`config.mk`:
```
export PLATFORM = sky130hd
export DESIGN_NAME = svc_rv_pipe_skid
export DESIGN_NICKNAME = d
export VERILOG_FILES = /design/src/rtl/svc_rv_pipe_skid.sv
export SDC_FILE = /design/constraint.sdc
export NUM_CORES = 1
export LEC_CHECK = 0
export CORE_ASPECT_RATIO = 1.4
export CORE_UTILIZATION = 35
export DETAILED_ROUTE_END_ITERATION = 10
export PLACE_DENSITY = 0.67
export SLEW_MARGIN = 20
export SYNTH_ARGS = -nofsm -noshare
export SYNTH_HDL_FRONTEND = slang
export SYNTH_SLANG_ARGS = --single-unit
export TNS_END_PERCENT = 1
```
`constraint.sdc`:
```
create_clock -name clk -period 3.9 [get_ports clk]
set_input_delay 0.39 -clock clk [delete_from_list [all_inputs] [get_ports clk]]
set_output_delay 0.39 -clock clk [all_outputs]
set_load 0.02 [all_outputs]
```
`src/rtl/svc_rv_pipe_skid.sv`:
```
// Two-entry valid/ready skid buffer for a pipeline stage boundary.
// ready_o and valid_o/data_o come only from flops, so no ready path crosses the boundary.

`ifndef SVC_UNUSED
`define SVC_UNUSED(sig) logic unusedSignals; assign unusedSignals = |(sig);
`endif

module svc_rv_pipe_skid #(
    parameter int WIDTH = 32,
    parameter bit REG   = 1'b1
) (
    input  logic             clk,
    input  logic             rst,
    input  logic             valid_i,
    input  logic [WIDTH-1:0] data_i,
    output logic             ready_o,
    output logic             valid_o,
    output logic [WIDTH-1:0] data_o,
    input  logic             ready_i,
    input  logic             flush_i
);

    typedef enum logic [1:0] {
        EMPTY = 2'b00,
        BUSY  = 2'b01,
        FULL  = 2'b11
    } state_t;

    generate
        if (REG) begin : g_reg
            state_t           state_q, state_d;
            logic [WIDTH-1:0] out_data_q, out_data_d;
            logic [WIDTH-1:0] skid_data_q, skid_data_d;

            always_ff @(posedge clk or posedge rst) begin
                if (rst) begin
                    state_q     <= EMPTY;
                    out_data_q  <= '0;
                    skid_data_q <= '0;
                end else begin
                    state_q     <= state_d;
                    out_data_q  <= out_data_d;
                    skid_data_q <= skid_data_d;
                end
            end

            // Flush only clears occupancy; payload registers keep their last contents.
            always_comb begin
                state_d     = state_q;
                out_data_d  = out_data_q;
                skid_data_d = skid_data_q;
                if (flush_i) begin
                    state_d = EMPTY;
                end else begin
                    case (state_q)
                        EMPTY: begin
                            if (valid_i) begin
                                out_data_d = data_i;
                                state_d    = BUSY;
                            end
                        end
                        BUSY: begin
                            if (valid_i && ready_i) begin
                                out_data_d = data_i;
                            end else if (valid_i) begin
                                skid_data_d = data_i;
                                state_d     = FULL;
                            end else if (ready_i) begin
                                state_d = EMPTY;
                            end
                        end
                        FULL: begin
                            if (ready_i) begin
                                out_data_d = skid_data_q;
                                state_d    = BUSY;
                            end
                        end
                        default: begin
                            state_d = EMPTY;
                        end
                    endcase
                end
            end

            assign ready_o = (state_q != FULL);
            assign valid_o = (state_q != EMPTY);
            assign data_o  = out_data_q;
        end else begin : g_pass
            assign valid_o = valid_i;
            assign data_o  = data_i;
            assign ready_o = ready_i;

            `SVC_UNUSED({clk, rst, flush_i})
        end
    endgenerate

endmodule

```
Word-level counts from Yosys, hierarchy flattened:

Index checks and enable logic that the tools add are counted.
Widths: inputs -> output; s select.

* output and inout bits: 34
* register bits: 66
* logic and storage cells: 33

* reductions and logical operators: 7
* equal/unequal tests: 10
* mux-type cells: 11
* bitwise operators: 2

Operators with widths (number)
* $mux 32: 3
* $pmux 32 s3: 1
* $mux 2: 6
* $ne 3x3->1 const B: 3
* $ne 2x2->1 const B: 4
* $reduce_and 4->1: 2
* $pmux 2 s3: 1
* $reduce_and 5->1: 1
* $ne 4x4->1 const B: 1
* $reduce_bool 3->1: 1
* $eq 2x1->1 const B: 1
* $eq 2x2->1 const B: 1
* $logic_not 2->1: 1
* $not 1->1: 2
* $reduce_bool 2->1: 1
* $logic_and 1x1->1: 1

Depth between registers and ports, before layout:

Gate-level depths: netlist of run 1.

* depth after elaboration: 5
* mapped depth: 6
* gate-level depth less buffers: 5

Least setup slack after synthesis of run 1:

No wires, ideal clock.

* path type: reg-to-reg
* start: register g_reg.state_q[0]
* end: register g_reg.out_data_q[10] (netlist: data_o[10])
* clock period less this slack: 2002 ps
* path slack: 1898 ps
* data required time: 3775 ps
* setup time: 125 ps
* stages on the path, launching flop included: 7
* arrival time: 1877 ps
* path through: dfrtp_1 ha_1 clkbuf_1 nor2b_4 a2111oi_4 buf_6 mux2_4

* word-level cells in the longest chain between the ends: 3
* elaborated cells between the ends (all ways): 9

Ends and longest elaborated chain
* start, declared: line 31 `state_t state_q, state_d;`
* start signal, assigned: line 41 `state_q <= state_d;`
* $eq 2x1->1 (tied with other cells): line 55 `case (state_q)`
* $ne 2x2->1 (no line) / $reduce_bool 3->1 (equally long branches)
* $reduce_and 5->1 (no line)
* end signal, assigned: line 42 `out_data_q <= out_data_d;`
* end, declared: line 32 `logic [WIDTH-1:0] out_data_q, out_data_d;`

Parallel ways exist; a longest one is shown, timed or not.
A chain may end at the register's enable or synchronous reset.

Final worst setup path of run 1:

* start: register g_reg.state_q[0]
* end: register g_reg.out_data_q[9] (netlist: data_o[9])

Same word-level chain as after synthesis.

==> impl_metrics.yaml, run 1 <==
run_status:
  status: "completed"
routing:
  dr.pass1.iters: 4
  ant_nets: 0
  drcViolationCount: 0
  drt_iter0_markers: 50
  num_vias: 1794
  routed_via_density: 4.76
  routedWlPerCell_um: 15.0
  drt_wl_total_mm: 5.64
synthesis:
  post_synth_num_cell_types: 20
  yosys_warnings: 0
  syn_avg_cell_area_um2: 15.5
  synthesis.area_um2: 3050
  ys_ff_latch: 66
  yosysSeqAreaShare: 0.542
  syn-num-nets: 239
  syn_inst: 197
floorplanning:
  die_h_um: 112
  initial_utilization: 0.367
  die_x_um: 80.9
  core_um2: 8300
  die_area_um2: 9090
  row_count: 39
  io_pins: 71
placement:
  place_inst: 362
  port_buffers: 70
  post-dp-hpwl_mm: 3.63
  gp_congestion: 0.698
global_routing:
  top_usage_layer: "met2"
  globalRouteMet2Util: 0.207
  gr-usage-met3: 0.0407
  grt.total_usage: 0.140
  grt_pass1_vias: 1861
  grt_pass1_wl_mm: 9.35
  grt.met1_usage: 0.177
  grt_overflow: 0
  grt_antenna_before_repair: 0
  grt_max_degree: 50
final_layout:
  layout.nets: 313
  syn_to_final_growth_pct: 36.6
  final_common_cell: "mux2_2"
  instances_no_fill: 377
  fill_cells: 755
  drive_gt1_frac: 0.436
  final_cell_mix: "mux2_2, clkdlybuf4s50_1, dfrtp_1"
  diodes: 0
timing:
  drv_slew: 0
  max_freq_mhz: 398
  final_hold_viol_count: 0
  setup_viol: 0
  fin_setup_tns_ps: 0
  maxSlewHeadroom: 0.430
  rsz0062_at_grt: "no"
  tightest_slew_ps: 855
  fin_crit_ps: 2510
  post-route-period-util: 0.644
  finalClockSkew_ps: 4.02
cts:
  clock_sinks: 66
  cts_hold_buf: 0
  cts_buffers: 9
  clock_latency_ps: 330
  cts.reportedPaths.clkPinSlew_ps: 50
  cts_root_buffer: "clkbuf_16"
  cts_buffer_depth: 2
  post_cts_buffers: 0
  cts_resized: 0
  htreeDepth: 3
  cts_tree: "built"
pwr:
  peakVddDrop_mv: 0.407
  power.density_nw_per_um2: 779
  leakage_nw: 1.73
setup_path:
  cp_max_fo: 33
  crit_path_end_kind: "register"
  worstSetupPathType: "reg -> reg"
  cp.arrival_ps: 2720
  required_ps: 4110
  startpoint_type: "register"
hold_path:
  min_path_type: "reg -> reg"
run:
  drv_cap: 0
[per-stage QoR]
step / setup WS [ps] / area, um2 / hold slack [ps] / utilization / power (mW)
2_1_floorplan: 1860 / 3050 / 475 / - / 1.91
3_3_place_gp: 1420 / 3840 / 484 / 0.463 / 2.38
3_5_place_dp: 1370 / 3840 / 491 / 0.463 / 2.41
4_1_cts: 1340 / 4160 / 504 / 0.502 / 3.29
5_1_grt: 1220 / 4160 / 518 / 0.502 / 3.42
6_report: 1390 / 4160 / 499 / 0.502 / 3.24
[cell type report]
type | instances | area, um2 | share of cell area
repair buffers | 73 | 723 | 0.174
multi-input cells | 116 | 1320 | 0.317
flip-flops and latches | 66 | 1650 | 0.397
well taps | 102 | 128 | 0.0306
inverters | 5 | 20.0 | 0.00481
clock inverters | 2 | 60.1 | 0.0144
clock buffers | 13 | 260 | 0.0625
[power breakdown]
| group | internal, mW | switching (mW) |
|---|---|---|
| combinational | 0.696 | 0.489 |
| sequential | 1.03 | 0.173 |
| clock | 0.591 | 0.269 |
[worst max-delay path, cell delays in order, from the launching register on]
cell and delay [ps]:
dfrtp_1 430, ha_2 490, nor2b_4 260, a2111oi_4 310
buf_4 500, mux2_2 400
[cell usage after synthesis (all sizes together)]
cell type / count / area, um2
ha: 5 / 62.6
xnor2: 1 / 8.76
mux2: 96 / 1120
mux2i: 2 / 20.0
or2: 2 / 12.5
a2111oi: 1 / 27.5
buf: 6 / 48.8
nand2b: 2 / 12.5
nor2b: 2 / 20.0
nand2: 2 / 10.0
a211o: 1 / 8.76
dfrtp: 66 / 1650
clkbuf: 4 / 15.0
nor3: 1 / 5.00
inv: 5 / 18.8
a211oi: 1 / 7.51
[final timing paths]
| kind | slack [ps] | end | startpoint | depth (start not counted) |
|---|---|---|---|---|
| setup reg to reg | 1390 | data_o[9] | g_reg.state_q[0] | 5 |
| max in group asynchronous | 2610 | g_reg.skid_data_q[16] | rst | 3 |
| setup / recovery | 1390 | data_o[9] | g_reg.state_q[0] | 5 |
| hold reg to reg | 500 | g_reg.skid_data_q[8] | g_reg.skid_data_q[8] | 1 |
| hold / removal | 500 | g_reg.skid_data_q[8] | g_reg.skid_data_q[8] | 1 |
| min in group asynchronous | 530 | data_o[15] | rst | 2 |
[state kept, by name (all words and copies together), names as in the netlist]
name / flops
data_o: 32
g_reg.skid_data_q: 32
g_reg.state_q: 2
[routing by layer]
| layer | part of all wire | vias up |
|---|---|---|
| met4 | 0.027 | 0 |
| met1 | 0.44 | 888 |
| met5 | 0 | - |
| li1 | - | 849 |
| met2 | 0.48 | 46 |
| met3 | 0.048 | 11 |
[logic make-up after synthesis]
kind of cell | after synthesis | share of synthesized area
buffers and inverters | 15 | 0.0271
AOI/OAI and AO/OA | 3 | 0.0144
adders and majority gates | 5 | 0.0205
muxes | 98 | 0.374
DFF | 66 | 0.542
xor gates and xnor gates | 1 | 0.00287
and+or+nand+nor | 9 | 0.0197
(Power assumes the default switching activity.)
==> run 2: changes to the inputs <==
--- a/config.mk
+++ b/config.mk
@@ -8,7 +8,7 @@
 export CORE_ASPECT_RATIO = 1.4
 export CORE_UTILIZATION = 35
 export DETAILED_ROUTE_END_ITERATION = 10
-export PLACE_DENSITY = 0.67
+export PLACE_DENSITY = 0.7
 export SLEW_MARGIN = 20
 export SYNTH_ARGS = -nofsm -noshare
 export SYNTH_HDL_FRONTEND = slang
==> constraint.sdc (replaced) <==
create_clock -name clk -period 2.1 [get_ports clk]
set_input_delay 0.21 -clock clk [delete_from_list [all_inputs] [get_ports clk]]
set_output_delay 0.21 -clock clk [all_outputs]
set_load 0.02 [all_outputs]
==> run 2 against run 1 <==
- sequential share of layout area shrank 2.2 points
- first-iteration DRC count is the same
- sequential power grew 85%
- flip-flop and latch count is the same
- highest routed layer unchanged
==> impl_metrics.yaml, run 2 (same netlist as run 1, synthesis figures left out) <==
run_status:
  status: "completed"
floorplanning:
  die_h_um: 112
  io_pins: 71
  core_um2: 8300
  die_area_um2: 9090
  initial_utilization: 0.367
  die_x_um: 80.9
  row_count: 39
routing:
  drcViolationCount: 0
  dr.pass1.iters: 3
  drt_iter0_markers: 50
  routedWlPerCell_um: 15.8
  routed_via_density: 4.84
  num_vias: 1892
  drt_wl_total_mm: 6.19
  ant_nets: 0
cts:
  cts_buffer_depth: 2
  clock_latency_ps: 320
  cts_buffers: 9
  cts_hold_buf: 0
  clock_sinks: 66
  htreeDepth: 3
  cts_root_buffer: "clkbuf_16"
  cts_tree: "built"
  cts.reportedPaths.clkPinSlew_ps: 60
pwr:
  peakVddDrop_mv: 0.708
  leakage_nw: 1.85
  power.density_nw_per_um2: 1460
setup_path:
  cp.arrival_ps: 2260
  required_ps: 2300
  r2r_slack_ps: 50
  cp_max_fo: 6
  worstSetupPathType: "reg -> reg"
  crit_path_end_kind: "register"
  startpoint_type: "register"
final_layout:
  design_area_um2: 4410
  final_common_cell: "mux2_2"
  diodes: 0
  utilization: 0.532
  layout.nets: 326
  drive_gt1_frac: 0.474
  final_cell_mix: "mux2_2, clkdlybuf4s50_1, dfrtp_1"
  syn_to_final_growth_pct: 44.7
  instances_no_fill: 391
placement:
  pre_cts_slack_ps: 3.72
  post_dp_cell_area_um2: 3920
  place_inst: 369
  post-dp-hpwl_mm: 3.91
  gp_congestion: 0.678
  port_buffers: 70
timing:
  setup_viol: 0
  rsz0062_at_grt: "yes"
  final_hold_viol_count: 0
  max_freq_mhz: 487
  post-route-period-util: 0.978
  finalClockSkew_ps: 4.29
  fin_ws_ps: 45.7
  drv_slew: 0
  fin_crit_ps: 2050
  tightest_slew_ps: 521
  maxSlewHeadroom: 0.651
global_routing:
  grt_overflow: 0
  grt_max_degree: 35
  grt_antenna_before_repair: 0
  grt_pass1_vias: 2013
  grt_pass1_wl_mm: 9.97
  grt.total_usage: 0.147
hold_path:
  min_path_type: "in -> async"
run:
  drv_cap: 0
[run 2: power by group]
group	switching [mW]	internal [mW]
logic	0.968	1.43
registers	0.320	1.90
clock network	0.522	1.31
total	1.81	4.65
[run 2: worst paths after layout]
check,depth (start not counted),endpoint,from
setup / recovery,7,data_o[25],g_reg.state_q[0]
hold / removal,3,data_o[14],rst
setup reg to reg,7,data_o[25],g_reg.state_q[0]
hold reg to reg,1,g_reg.skid_data_q[11],g_reg.skid_data_q[11]
max in group asynchronous,3,data_o[8],rst
min in group clk,1,g_reg.skid_data_q[11],g_reg.skid_data_q[11]
[run 2: repair_timing]
action,4_1_cts,5_1_grt
buffers inserted,0,2
resized for setup,0,7
endpoints found under the setup margin,0,26
[run 2: routing by layer]
metal,wire (um),vias to the layer above,track usage
met1,2810,954,0.194
met4,96,0,0.0702
met2,2960,50,0.218
met3,322,8,0.0447
met5,0,-,0
li1,-,880,-
[run 2: critical path: stages, from the launching register on]
cell	delay (ps)
dfrtp_1	400
inv_2	60
ha_2	180
or2_4	240
a2111oi_4	320
buf_6	220
clkbuf_16	180
mux2_2	330
[run 2: cell type report]
| type | instances | area (um2) |
|---|---|---|
| inverter | 5 | 18.8 |
| tap | 102 | 128 |
| sequential | 66 | 1650 |
| clock inverter | 5 | 125 |
| clock buffer | 11 | 243 |
| multi-input combinational | 116 | 1330 |
| fill | 720 | 3880 |
| timing repair buffer | 86 | 918 |
[run 2: through the flow]
stage | TNS, ps | hold slack [ps] | power, mW
after floorplan | 0 | 362 | 3.55
after global placement | 0 | 483 | 4.45
after detailed placement | 0 | 491 | 4.51
after CTS | 0 | 238 | 6.39
after global routing | -263 | 259 | 6.82
final | 0 | 233 | 6.46
==> run 3: changes to the inputs <==
==> constraint.sdc (replaced) <==
create_clock -name clk -period 2.1 [get_ports clk]
set_input_delay 0.21 -clock clk [delete_from_list [all_inputs] [get_ports clk]]
set_output_delay 0.21 -clock clk [all_outputs]
set_load 0.005 [all_outputs]
==> results of run 3 <==
Same layout as run 2 (identical final DEF). Status: completed.
Main changes from that run: total power 6.46 mW -> 6.07 mW; worst IR drop on VDD 0.708 mV -> 0.704 mV
